**config.mk**
```make
export PLATFORM = sky130hd
export DESIGN_NAME = branch_resolve_stage
export DESIGN_NICKNAME = d
export VERILOG_FILES = /design/src/rtl/branch_resolve_stage.sv
export SDC_FILE = /design/constraint.sdc
export NUM_CORES = 1
export LEC_CHECK = 0
export BUFFER_PORTS_ARGS = -buffer_cell sky130_fd_sc_hd__buf_2
export CAP_MARGIN = 5
export CORE_MARGIN = 1.5
export CORE_UTILIZATION = 50
export CTS_CLUSTER_SIZE = 25
export DETAILED_ROUTE_END_ITERATION = 8
export PLACE_DENSITY = 0.8
export SETUP_SLACK_MARGIN = 0.1
export SYNTH_ARGS = -nofsm -noshare
export SYNTH_HDL_FRONTEND = slang
export SYNTH_SLANG_ARGS = --single-unit
```
**constraint.sdc**
```tcl
create_clock -name clk -period 2.9 [get_ports clk]
set_clock_uncertainty 0.15 [all_clocks]
set_input_delay 0.145 -clock clk [delete_from_list [all_inputs] [get_ports clk]]
set_output_delay 0.145 -clock clk [all_outputs]
set_load 0.005 [all_outputs]
```
**src/rtl/branch_resolve_stage.sv**
```systemverilog
// Branch/jump resolution stage following the ALU: evaluates branch conditions,
// produces redirect target and link value, and holds the EX/MEM pipeline register.
module branch_resolve_stage #(
  parameter int XLEN = 32
) (
  input  logic            clk,
  input  logic            rst,
  input  logic            ex_valid,
  input  logic [XLEN-1:0] alu_r,
  input  logic            alu_cf,
  input  logic            alu_zf,
  input  logic            alu_vf,
  input  logic            alu_sf,
  input  logic [XLEN-1:0] ex_pc,
  input  logic [XLEN-1:0] ex_imm,
  input  logic [XLEN-1:0] ex_rs2,
  input  logic [4:0]      ex_rd,
  input  logic [2:0]      ex_funct3,
  input  logic            ex_branch,
  input  logic            ex_jal,
  input  logic            ex_jalr,
  input  logic            ex_reg_write,
  input  logic            ex_mem_read,
  input  logic            ex_mem_write,
  input  logic            ex_mem_to_reg,
  input  logic            stall,
  input  logic            flush,
  output logic            mem_valid,
  output logic [XLEN-1:0] mem_result,
  output logic [XLEN-1:0] mem_rs2,
  output logic [4:0]      mem_rd,
  output logic [2:0]      mem_funct3,
  output logic            mem_reg_write,
  output logic            mem_mem_read,
  output logic            mem_mem_write,
  output logic            mem_mem_to_reg,
  output logic            redirect_valid,
  output logic [XLEN-1:0] redirect_pc,
  output logic            misalign_exc
);

  logic            cond;
  logic            is_jump;
  logic            live;
  logic            take;
  logic            misaligned;
  logic            keep;
  logic [XLEN-1:0] target;
  logic [XLEN-1:0] link;

  // Branch conditions are derived from the flags of rs1-rs2.
  always_comb begin
    cond = 1'b0;
    case (ex_funct3)
      3'b000:  cond = alu_zf;
      3'b001:  cond = !alu_zf;
      3'b100:  cond = alu_sf != alu_vf;
      3'b101:  cond = alu_sf == alu_vf;
      3'b110:  cond = !alu_cf;
      3'b111:  cond = alu_cf;
      default: cond = 1'b0;
    endcase
  end

  // The instruction in EX while a redirect is being issued is wrong-path.
  assign is_jump    = ex_jal || ex_jalr;
  assign live       = ex_valid && !redirect_valid;
  assign take       = live && (is_jump || (ex_branch && cond));
  assign target     = ex_jalr ? {alu_r[XLEN-1:1], 1'b0} : ex_pc + ex_imm;
  assign misaligned = target[1:0] != 2'b00;
  assign link       = ex_pc + XLEN'(4);
  assign keep       = live && !(take && misaligned);

  // Stall holds the register but never repeats a redirect or exception pulse.
  always_ff @(posedge clk) begin
    if (rst) begin
      mem_valid      <= 1'b0;
      mem_result     <= '0;
      mem_rs2        <= '0;
      mem_rd         <= '0;
      mem_funct3     <= '0;
      mem_reg_write  <= 1'b0;
      mem_mem_read   <= 1'b0;
      mem_mem_write  <= 1'b0;
      mem_mem_to_reg <= 1'b0;
      redirect_valid <= 1'b0;
      redirect_pc    <= '0;
      misalign_exc   <= 1'b0;
    end else if (flush) begin
      mem_valid      <= 1'b0;
      mem_reg_write  <= 1'b0;
      mem_mem_read   <= 1'b0;
      mem_mem_write  <= 1'b0;
      mem_mem_to_reg <= 1'b0;
      redirect_valid <= 1'b0;
      misalign_exc   <= 1'b0;
    end else if (stall) begin
      redirect_valid <= 1'b0;
      misalign_exc   <= 1'b0;
    end else begin
      mem_valid      <= keep;
      mem_result     <= is_jump ? link : alu_r;
      mem_rs2        <= ex_rs2;
      mem_rd         <= ex_rd;
      mem_funct3     <= ex_funct3;
      mem_reg_write  <= keep && ex_reg_write && !ex_branch;
      mem_mem_read   <= keep && ex_mem_read;
      mem_mem_write  <= keep && ex_mem_write;
      mem_mem_to_reg <= keep && ex_mem_to_reg;
      redirect_valid <= take && !misaligned;
      redirect_pc    <= target;
      misalign_exc   <= take && misaligned;
    end
  end

endmodule

```
==> flow_summary.rst, run 1 <==
.. list-table::
   :header-rows: 1

   * - Metric
     - Value
   * - IR drop worst, VDD
     - 291 uV
   * - CTS tree
     - yes
   * - Count of nets left with antenna violations after detail routing
     - 0
   * - Max-Slew Margin vs Limit
     - 53.1%
   * - Most common cell after layout, fill and taps aside
     - sky130_fd_sc_hd__buf_2
   * - Sort of element at the end of the critical path
     - flop
   * - Die extent in x
     - 119 um
   * - Slew @ Worst Pin
     - 0.704 ns
   * - Top sig layer
     - met4
   * - Detailed router's first-iteration violation count
     - 782
   * - Max clock buf depth
     - 2
   * - Post-Syn Area
     - 6690 um2
   * - Fraction of synthesized cell area taken by the top area cell type
     - 33.2%
   * - Power density normalized to cell area
     - 447 nW/um2
   * - CTS Sinks
     - 111
   * - Die Span Y
     - 119 um
   * - Master cell of the clock root buffer
     - sky130_fd_sc_hd__clkbuf_16
   * - Yosys cell types
     - 58
   * - Yosys synthesis warning count
     - 0
   * - Final count of hold timing violations
     - 0
   * - Most used cells in the layout excluding fill and tap cells
     - sky130_fd_sc_hd__buf_2 (261), sky130_fd_sc_hd__nand2_1 (156), sky130_fd_sc_hd__a21oi_1 (117)
   * - Total CTS buffers
     - 9
   * - Path class of the lowest-slack min-delay path
     - input pin to flop
   * - Net total in the final layout
     - 1357
   * - Setup TNS Final
     - 0 ns
   * - Antenna violations before repair
     - 1
   * - Routability-driven placement congestion ratio
     - 0.960
   * - Ys async rst share
     - 0%
   * - Final Hold Slack
     - 0.00799 ns
   * - DR vias/cell
     - 5.71
   * - Final period util
     - 92.9%
   * - Endpoint arrival time on the critical path
     - 2.84 ns
   * - Max Fanout on Critical Path
     - 25
   * - Clock latency of the later-clocked register in the worst-skew pair
     - 0.34 ns
   * - # port buffers
     - 262
   * - Floorplan die area
     - 14100 um2
   * - Share of post-route cells with drive strength above 1
     - 25.7%
   * - Library cell with the largest summed area after synthesis
     - sky130_fd_sc_hd__dfxtp_1
   * - Post-synth EDFFs
     - 0
   * - Pin count of the biggest net entering global routing
     - 68
   * - Unrepaired setup endpoints after global routing
     - false
   * - Final WL
     - 23.6 mm
   * - Sequential element share of the synthesized area
     - 33.2%
   * - Most area-consuming cells after synthesis
     - sky130_fd_sc_hd__dfxtp_1 (33%), sky130_fd_sc_hd__a21oi_1 (8.8%), sky130_fd_sc_hd__nand2_1 (8.8%), sky130_fd_sc_hd__ha_1 (6.0%), sky130_fd_sc_hd__nor2_1 (4.5%)
   * - Type of the worst setup path
     - input pin to flop
   * - Starting density of the core
     - 50.9%
   * - Hpwl dp
     - 16.9 mm
   * - Most used flip-flop cell after synthesis
     - sky130_fd_sc_hd__dfxtp_1
   * - Vias post-DR
     - 7733
   * - Setup-violating endpoint count in the final report
     - 0
   * - Routed wire length on met3
     - 2.09 mm
   * - Detailed-route DRC error count
     - 0
   * - Number of global-route vias before repair
     - 6959
   * - Tot GR Track Use
     - 32.3%
   * - Post-Route M1 WL
     - 9.93 mm
   * - Final core area utilization
     - 68.3%
   * - Area added between synthesis and finish
     - 34.1%
   * - Buffer count from post-CTS setup fixing
     - 0
   * - Std-Cell Core Area
     - 13100 um2
   * - Avg Cell Area, Syn
     - 7.57 um2
   * - Wire length of the first global-routing pass
     - 36.3 mm
   * - DR WL/cell
     - 17.4 um
   * - Startpoint type of the worst setup path
     - input pin
   * - Worst Path Required
     - 3.04 ns
   * - Net count after synthesis
     - 1069
   * - Iteration count of the initial detailed-routing pass
     - 6
   * - Result of the run
     - completed
   * - Row cnt
     - 42
   * - Number of top-level pins
     - 263
   * - CTS H-Tree Depth
     - 3
   * - Routed length on met2
     - 10.8 mm
   * - Mapped Cells
     - 884
   * - Reported leakage power
     - 4.00 nW
   * - FF+latch count, synth
     - 111
   * - Clock transition at the registers of the reported paths
     - 0.08 ns
   * - Number of fillers in the final layout
     - 1146
   * - Count of pins over their slew limit
     - 0
   * - Timing-limited maximum frequency
     - 371 MHz
   * - Remaining global-route overflow
     - 0
   * - Cell area after placement
     - 8050 um2
   * - Post-route minimum period
     - 2.69 ns
   * - Max_cap viols
     - 0
   * - Regs by FF count
     - mem_result x32, mem_rs2 x32, redirect_pc x32
   * - Final design instance area without fill
     - 8980 um2
-- what timing repair did --
action / in CTS / in global routing
hold endpoints to repair: 59 / 0
hold buffers: 62 / 0
resized for setup: 0 / 0
-- path summary, 6_finish.rpt --
check,startpoint,to,slack [ns],cells past startpoint
min,alu_r[12],redirect_pc[12],0.008,3
max,ex_jalr,mem_result[31],0.21,7
min reg2reg,mem_rs2[19],mem_rs2[19],0.30,2
max reg2reg,redirect_valid,mem_reg_write,1.14,5
-- synth_stat cells (all sizes together) (13+ instances only) --
library cell,instances
o21ai,44
nand4,13
buf,16
clkbuf,43
xnor2,34
nand2,156
nor3,17
ha,32
dfxtp,111
xor2,23
and3,14
nor2,80
a21oi,118
a211oi,28
nand3,21
-- cells by family after synthesis --
logic type	share of synthesized area [%]
and+or+nand+nor	23.2
AOI/OAI and AO/OA	24.1
DFF	33.2
buffers and inverters	4.90
xor gates and xnor gates	7.46
adders and majority gates	6.28
muxes	0.898
-- power by group --
part	switching [W]	total, W	internal (W)
clock	0.000600	0.00129	0.000687
sequential	0.0000432	0.00165	0.00161
combinational	0.000607	0.00107	0.000466
-- per-layer routing --
| metal | vias to the layer above | GRT usage [%] |
|---|---|---|
| li1 | 3733 | - |
| met1 | 3546 | 42.7 |
| met2 | 405 | 52.7 |
| met3 | 49 | 5.69 |
| met4 | 0 | 11.8 |
| met5 | - | 0 |
-- critical path, cell delays in order --
cell                            delay (ns)
sky130_fd_sc_hd__dlygate4sd3_1        0.54
sky130_fd_sc_hd__buf_2                0.16
sky130_fd_sc_hd__or2_2                0.49
sky130_fd_sc_hd__nor2_1               0.56
sky130_fd_sc_hd__a22oi_1              0.16
sky130_fd_sc_hd__a21oi_1              0.22
sky130_fd_sc_hd__dlygate4sd3_1        0.56
-- area by class of cell --
type	count	area (um2)	share of cell area (%)
multi-input combinational	704	4150	46.3
sequential	111	2220	24.8
timing repair buffer	336	2040	22.7
clock buffer	10	229	2.55
tap	176	220	2.45
clock inverter	6	76.3	0.850
inverter	10	37.5	0.418
antenna	1	2.50	0.0279
-- per-stage QoR --
step           std cells  total power (W)  setup slack, ns
2_1_floorplan        884          0.00229            0.516
3_3_place_gp        1275          0.00265            0.313
3_5_place_dp        1275          0.00266            0.277
4_1_cts             1353          0.00399            0.367
5_1_grt             1354          0.00418            0.138
6_report            1354          0.00401            0.206
Note: power is estimated with default switching activity, not from simulation.
==> run 2: changes to the inputs <==
- ABC_AREA: unset -> 1
- ABC_CLOCK_PERIOD_IN_PS: unset -> 2900
- CORE_MARGIN: 1.5 -> 10
- CORE_UTILIZATION: 50 -> 52
==> run 2 against run 1 <==
Effect of this change: critical path depth increased by 3; worst setup slack better by 0.27 ns; routed wire length increased by 43%; combinational power up 17%; sequential power about the same; sequential share of layout area decreased by 3.0 points; global-route usage decreased by 0.62 points; total power increased by 5.8%; worst hold slack better by 0.0078 ns; critical path type unchanged; critical endpoint is now redirect_pc[11].
==> flow_summary.rst, run 2 <==
.. list-table::
   :header-rows: 1

   * - Metric
     - Value
   * - Max_cap viols
     - 0
   * - Net total in the final layout
     - 1785
   * - Routability-driven placement congestion ratio
     - 1.04
   * - Detailed-route DRC error count
     - 0
   * - Final count of hold timing violations
     - 0
   * - DR WL/cell
     - 18.8 um
   * - Max clock buf depth
     - 2
   * - Result of the run
     - completed
   * - Post-cts sizing count
     - 0
   * - Area added between synthesis and finish
     - 32.3%
   * - Detailed router's first-iteration violation count
     - 970
   * - Net count after synthesis
     - 1475
   * - Reported leakage power
     - 5.58 nW
   * - Wire length of the first global-routing pass
     - 50.7 mm
   * - Slew @ Worst Pin
     - 0.762 ns
   * - Floorplan die area
     - 20100 um2
   * - IR drop worst, VDD
     - 296 uV
   * - Fraction of synthesized cell area taken by the top area cell type
     - 28.8%
   * - Total CTS buffers
     - 9
   * - Combinational group share of total power
     - 29.4%
   * - DR vias/cell
     - 5.47
   * - Setup-violating endpoint count in the final report
     - 0
   * - Kind of cell adding the most delay to the critical path
     - simple AND/OR/NAND/NOR gates
   * - Library cell with the largest summed area after synthesis
     - sky130_fd_sc_hd__dfxtp_1
   * - Timing-limited maximum frequency
     - 413 MHz
   * - Clock Power Share
     - 31.3%
   * - Dominant cell type by count on the critical path
     - sky130_fd_sc_hd__nand3_1
   * - Type of the worst setup path
     - input pin to flop
   * - Clock latency of the later-clocked register in the worst-skew pair
     - 0.36 ns
   * - Starting density of the core
     - 53.0%
   * - Slowest stage delay, CP
     - 0.53 ns
   * - Yosys synthesis warning count
     - 0
   * - Routed length on met2
     - 16.2 mm
   * - Sequential element share of the synthesized area
     - 28.8%
   * - Die extent in x
     - 142 um
   * - Unrepaired setup endpoints after global routing
     - false
   * - Net Sw Frac
     - 36.0%
   * - Series of cell instances along the critical path
     - dlygate4sd3_1 > buf_2 > ha_1 > nand2_1 > nor2_1 > nand3_1 > nand3_1 > xor2_1 > o21ai_0 > a21oi_1
   * - Tot GR Track Use
     - 31.6%
   * - Iteration count of the initial detailed-routing pass
     - 5
   * - Final period util
     - 83.6%
   * - Clock transition at the registers of the reported paths
     - 0.09 ns
   * - Remaining global-route overflow
     - 0
   * - Most used flip-flop cell after synthesis
     - sky130_fd_sc_hd__dfxtp_1
   * - Vias post-DR
     - 9801
   * - Routed wire length on met3
     - 3.41 mm
   * - # port buffers
     - 262
   * - Net Switching
     - 0.00153 W
   * - Most common cell after layout, fill and taps aside
     - sky130_fd_sc_hd__nand2_1
   * - Row cnt
     - 44
   * - Most used cells in the layout excluding fill and tap cells
     - sky130_fd_sc_hd__nand2_1 (385), sky130_fd_sc_hd__buf_2 (262), sky130_fd_sc_hd__inv_1 (174)
   * - Post-synth EDFFs
     - 0
   * - Count of pins over their slew limit
     - 0
   * - CTS tree
     - yes
   * - Max-Slew Margin vs Limit
     - 49.1%
   * - Final WL
     - 33.7 mm
   * - Max Fanout on Critical Path
     - 4
   * - FF+latch count, synth
     - 111
   * - Share of post-route cells with drive strength above 1
     - 20.5%
   * - Critical path buffers and inverters
     - 2
   * - Master cell of the clock root buffer
     - sky130_fd_sc_hd__clkbuf_16
   * - Path class of the lowest-slack min-delay path
     - input pin to flop
   * - Worst-case setup slack after placement
     - 0.672 ns
   * - Flop-to-flop setup slack
     - 0.90 ns
   * - Avg Cell Area, Syn
     - 5.97 um2
   * - Power density normalized to cell area
     - 417 nW/um2
   * - Mapped Cells
     - 1290
   * - Endpoint arrival time on the critical path
     - 2.57 ns
   * - CTS Sinks
     - 111
   * - Count of nets left with antenna violations after detail routing
     - 0
   * - Sort of element at the end of the critical path
     - flop
   * - Pin count of the biggest net entering global routing
     - 68
   * - Antenna violations before repair
     - 2
   * - Setup TNS Final
     - 0 ns
   * - Die Span Y
     - 142 um
   * - Number of top-level pins
     - 263
   * - PnR worst setup slack
     - 0.476 ns
   * - Hpwl dp
     - 24.7 mm
   * - Most used standard cells in the synthesized netlist
     - sky130_fd_sc_hd__nand2_1 (385), sky130_fd_sc_hd__inv_1 (174), sky130_fd_sc_hd__nor2_1 (158), sky130_fd_sc_hd__a21oi_1 (131), sky130_fd_sc_hd__dfxtp_1 (111)
   * - Worst Path Required
     - 3.05 ns
   * - Ys async rst share
     - 0%
   * - Most frequent cell after synthesis
     - sky130_fd_sc_hd__nand2_1
   * - Internal power of the cells
     - 0.00272 W
   * - Most area-consuming cells after synthesis
     - sky130_fd_sc_hd__dfxtp_1 (29%), sky130_fd_sc_hd__nand2_1 (19%), sky130_fd_sc_hd__a21oi_1 (8.5%), sky130_fd_sc_hd__inv_1 (8.5%), sky130_fd_sc_hd__nor2_1 (7.7%)
   * - Number of global-route vias before repair
     - 9342
   * - Regs by FF count
     - mem_result x32, mem_rs2 x32, redirect_pc x32
   * - Post-Route M1 WL
     - 12.3 mm
   * - Top sig layer
     - met4
   * - Std-Cell Core Area
     - 14500 um2
   * - Post-Syn Area
     - 7700 um2
   * - CTS H-Tree Depth
     - 3
   * - Post-route minimum period
     - 2.42 ns
   * - Slowest cell on the critical path
     - sky130_fd_sc_hd__dlygate4sd3_1
   * - Yosys cell types
     - 38
   * - Seq pwr share
     - 39.3%
   * - Startpoint type of the worst setup path
     - input pin
-- run 2: changes by cell type in the layout (fill, tap and decap cells not counted), sizes merged, moves of 9 or more --
cell / change
o21ai: +22
o22ai: -10
a211oi: -28
nand3b: -9
nand2: +234
nand3: +51
a21oi: +17
and3: -14
xnor2: -33
a22oi: -10
nor2: +87
inv: +169
-- run 2: worst paths after layout --
kind,cells after the start,from,to
min reg2reg,2,redirect_pc[19],redirect_pc[19]
max,10,ex_pc[8],redirect_pc[11]
max reg2reg,4,redirect_valid,mem_mem_write
min,5,alu_r[28],mem_result[28]
-- run 2: through the flow --
stage / std cells / util (%) / hold WS (ns) / total power (W) / instance area (um2)
2_1_floorplan: 1290 / - / 0.130 / 0.00235 / 7700
3_3_place_gp: 1703 / 63.2 / 0.219 / 0.00281 / 9180
3_5_place_dp: 1703 / 63.2 / 0.226 / 0.00282 / 9180
4_1_cts: 1789 / 70.1 / 0.00239 / 0.00419 / 10200
5_1_grt: 1791 / 70.1 / 0.0560 / 0.00442 / 10200
6_report: 1791 / 70.1 / 0.0158 / 0.00425 / 10200
-- run 2: area by class of cell --
| class | count | area, um2 |
|---|---|---|
| clock buffers | 9 | 225 |
| well taps | 184 | 230 |
| clock inverters | 7 | 81.3 |
| inverters | 179 | 673 |
| diodes | 2 | 5.00 |
| multi-input cells | 954 | 4620 |
| repair buffers | 345 | 2130 |
| fillers | 1266 | 4340 |
| flip-flops and latches | 111 | 2220 |
-- run 2: cell families (layout without fill, tap and decap cells) --
family                     count (synthesis)  count (layout)  synth area share [%]
and+or+nand+nor                          675             675                  36.5
buffers and inverters                    225             540                  11.2
AOI/OAI and AO/OA                        224             224                  15.4
DFF                                      111             111                  28.8
adders and majority gates                 33              33                  5.46
xor gates and xnor gates                  22              22                  2.50
other                                      0               2                     0
-- run 2: worst reg2reg max path, stage by stage (launching register included) --
cell	delay, ns
sky130_fd_sc_hd__dfxtp_1	0.37
sky130_fd_sc_hd__nor3_1	0.55
sky130_fd_sc_hd__nand3_1	0.14
sky130_fd_sc_hd__a21oi_1	0.17
sky130_fd_sc_hd__dlygate4sd3_1	0.57
-- run 2: metal layers --
metal	vias to the layer above	GRT usage [%]
met2	596	54.4
li1	4714	-
met5	-	0
met3	103	7.08
met1	4388	35.5
met4	0	17.2
-- run 2: timing repair --
item | CTS | global route
setup endpoints to repair | 0 | 0
endpoints found under the hold margin | 69 | 0
buffers inserted | 0 | 0
hold buffers | 70 | 0
-- run 2: power by group through the flow --
stage                     Combinational (W)  Sequential (W)  Clock (W)
after floorplan                    0.000645         0.00171          0
after global placement              0.00111         0.00169          0
after detailed placement            0.00113         0.00170          0
after CTS                           0.00121         0.00166    0.00132
after global routing                0.00137         0.00168    0.00138
final                               0.00125         0.00167    0.00133
==> run 3: changes to the inputs <==
- ABC_AREA: 1 -> 0
- ABC_CLOCK_PERIOD_IN_PS: 2900 -> 2000
- CORE_UTILIZATION: 52 -> 45
- PLACE_DENSITY: 0.8 -> 0.76
- clock period: 2.9 -> 2 ns (I/O delays scaled with it)
==> run 3 against run 2 <==
Effect of this change: the run now ends with negative hold slack left; routed wire length is 16% lower; worst setup slack worse by 0.44 ns; sequential cell count is the same; final cell count shrank 17%; worst hold slack got worse by 0.019 ns; sequential share of layout area decreased by 0.33 points; sequential power rose by 44%; via count fell by 15%; non-clock buffer count increased by 117; global-route usage fell by 5.5 points; critical path type unchanged; critical endpoint is now redirect_pc[25]; largest power group unchanged.
==> flow_summary.rst, run 3 (same netlist as run 1, synthesis figures left out) <==
.. list-table::
   :header-rows: 1

   * - Metric
     - Value
   * - Result of the run
     - complete, but fails checks
   * - Violated checks
     - negative hold slack
   * - Remaining global-route overflow
     - 0
   * - Routability-driven placement congestion ratio
     - 0.985
   * - Wire length of the first global-routing pass
     - 42.9 mm
   * - Origin of the critical flop-to-flop path
     - redirect_valid
   * - Cell area after placement
     - 9110 um2
   * - Clock transition at the registers of the reported paths
     - 0.08 ns
   * - Share of post-route cells with drive strength above 1
     - 35.7%
   * - Unrepaired setup endpoints after global routing
     - true
   * - Clock latency of the later-clocked register in the worst-skew pair
     - 0.35 ns
   * - Hpwl dp
     - 20.8 mm
   * - Tot GR Track Use
     - 26.2%
   * - Path class of the lowest-slack min-delay path
     - input pin to flop
   * - Max clock buf depth
     - 2
   * - Worst r2r dst
     - mem_reg_write
   * - Pin count of the biggest net entering global routing
     - 65
   * - Logic depth of the worst register-to-register path
     - 6
   * - CTS H-Tree Depth
     - 3
   * - Std-Cell Core Area
     - 14500 um2
   * - Most common cell after layout, fill and taps aside
     - sky130_fd_sc_hd__buf_2
   * - Count of pins over their slew limit
     - 0
   * - Timing-limited maximum frequency
     - 509 MHz
   * - Iteration count of the initial detailed-routing pass
     - 6
   * - Top sig layer
     - met4
   * - Max-Slew Margin vs Limit
     - 56.2%
   * - Slowest stage delay, CP
     - 0.34 ns
   * - Most used cells in the layout excluding fill and tap cells
     - sky130_fd_sc_hd__buf_2 (258), sky130_fd_sc_hd__nand2_1 (153), sky130_fd_sc_hd__buf_4 (122)
   * - Final design instance area without fill
     - 10400 um2
   * - Final WL
     - 28.2 mm
   * - Worst Path Required
     - 2.09 ns
   * - Count of nets left with antenna violations after detail routing
     - 0
   * - Number of global-route vias before repair
     - 8135
   * - Power density normalized to cell area
     - 593 nW/um2
   * - Final period util
     - 98.2%
   * - Max_cap viols
     - 0
   * - CTS tree
     - yes
   * - Number of fillers in the final layout
     - 1120
   * - Max Fanout on Critical Path
     - 3
   * - Detailed router's first-iteration violation count
     - 506
   * - Detailed-route DRC error count
     - 0
   * - PnR worst setup slack
     - 0.0362 ns
   * - Slowest cell on the critical path
     - sky130_fd_sc_hd__a211oi_1
   * - # port buffers
     - 262
   * - Starting density of the core
     - 46.0%
   * - Total CTS buffers
     - 9
   * - Regs by FF count
     - mem_result x32, mem_rs2 x32, redirect_pc x32
   * - Min-delay src
     - ex_pc[1]
   * - Antenna violations before repair
     - 0
   * - Floorplan die area
     - 20100 um2
   * - Final Hold Slack
     - -0.00354 ns
   * - IR drop worst, VDD
     - 582 uV
   * - Sort of element at the end of the critical path
     - flop
   * - Post-route minimum period
     - 1.96 ns
   * - Reported leakage power
     - 4.62 nW
   * - Worst hold path stage count
     - 4
   * - Type of the worst setup path
     - input pin to flop
   * - Routed length on met2
     - 13.4 mm
   * - Flop-to-flop setup slack
     - 0.40 ns
   * - Hold endpoint
     - mem_result[1]
   * - Series of cell instances along the critical path
     - buf_2 > ha_1 > buf_4 > o21ai_2 > nor2_1 > o31ai_1 > buf_4 > a31oi_4 > a41oi_2 > xor2_1 > a211oi_1
   * - Die extent in x
     - 142 um
   * - Slew @ Worst Pin
     - 0.657 ns
   * - Startpoint type of the worst setup path
     - input pin
   * - Master cell of the clock root buffer
     - sky130_fd_sc_hd__clkbuf_16
   * - CTS Sinks
     - 111
   * - Dominant cell type by count on the critical path
     - sky130_fd_sc_hd__buf_4
   * - Routed wire length on met3
     - 2.36 mm
   * - Setup-violating endpoint count in the final report
     - 0
   * - Endpoint arrival time on the critical path
     - 2.05 ns
   * - Number of top-level pins
     - 263
   * - DR WL/cell
     - 18.9 um
   * - Die Span Y
     - 142 um
   * - Vias post-DR
     - 8297
   * - Row cnt
     - 44
   * - Final count of hold timing violations
     - 1
   * - Area added between synthesis and finish
     - 54.7%
   * - Worst-case setup slack after placement
     - -0.354 ns
   * - Post-Route M1 WL
     - 11.4 mm
   * - DR vias/cell
     - 5.57
   * - Net total in the final layout
     - 1483
## run 3: changes by cell type in the layout (fill, tap and decap cells not counted), moves of 12 or more
cell                       change
sky130_fd_sc_hd__nand2_1     -232
sky130_fd_sc_hd__inv_1       -164
sky130_fd_sc_hd__buf_4       +111
sky130_fd_sc_hd__nor2_1       -79
sky130_fd_sc_hd__nand3_1      -51
sky130_fd_sc_hd__xnor2_1      +33
sky130_fd_sc_hd__a211oi_1     +27
sky130_fd_sc_hd__a21oi_1      -27
sky130_fd_sc_hd__o21ai_0      -25
sky130_fd_sc_hd__ha_1         -14
sky130_fd_sc_hd__and3_1       +12
sky130_fd_sc_hd__ha_4         +12
## run 3: per-stage QoR
| stage | std cells | total power (W) | utilization [%] | setup TNS, ns |
|---|---|---|---|---|
| final | 1490 | 0.00614 | 71.2 | 0 |
| after CTS | 1485 | 0.00606 | 70.0 | 0 |
| after floorplan | 884 | 0.00338 | - | -0.0318 |
| after global routing | 1487 | 0.00642 | 71.2 | -0.0488 |
| after global placement | 1393 | 0.00418 | 62.7 | -5.19 |
| after detailed placement | 1393 | 0.00421 | 62.7 | -5.97 |
## run 3: per-layer routing
layer  vias up  track usage [%]
li1       3997                -
met1      3861             30.8
met2       371             44.2
met3        68             6.38
met4         0             11.6
met5         -                0
## run 3: critical path, delay by kind of cell
family,cells,cell delay [ns]
compound gates,5,1.04
buf+inv,3,0.45
fa+ha+maj,1,0.26
xor+xnor,1,0.11
simple gates,1,0.09
## run 3: how the worst max path moves through the flow
stage                     startpoint               to  depth (start not counted)
after CTS                   ex_pc[0]  redirect_pc[16]                         10
after global routing       ex_pc[18]  redirect_pc[25]                          9
after global placement      ex_pc[0]  redirect_pc[18]                         10
after floorplan             ex_pc[0]  redirect_pc[16]                          9
final                       ex_pc[2]  redirect_pc[25]                         11
after detailed placement    ex_pc[0]  redirect_pc[16]                         10
## run 3: area by class of cell
class	instances	area (um2)	share of cell area (%)
clock inverters	7	56.3	0.544
repair buffers	462	3060	29.6
diodes	3	7.51	0.0725
flip-flops and latches	111	2220	21.5
well taps	184	230	2.22
inverters	10	37.5	0.363
multi-input cells	704	4510	43.6
clock buffers	9	225	2.18
## run 3: power breakdown
| part | internal [W] | switching, W | total (W) |
|---|---|---|---|
| clock network | 0.000860 | 0.000880 | 0.00174 |
| logic | 0.000975 | 0.00103 | 0.00200 |
| registers | 0.00233 | 0.0000673 | 0.00240 |
| total | 0.00417 | 0.00198 | 0.00614 |
## run 3: repair_timing
action,4_1_cts,5_1_grt
endpoints found under the hold margin,73,0
hold buffers,75,0
setup endpoints to repair,7,23
gates resized for setup,4,32
pin swaps,3,9
setup buffers,1,2
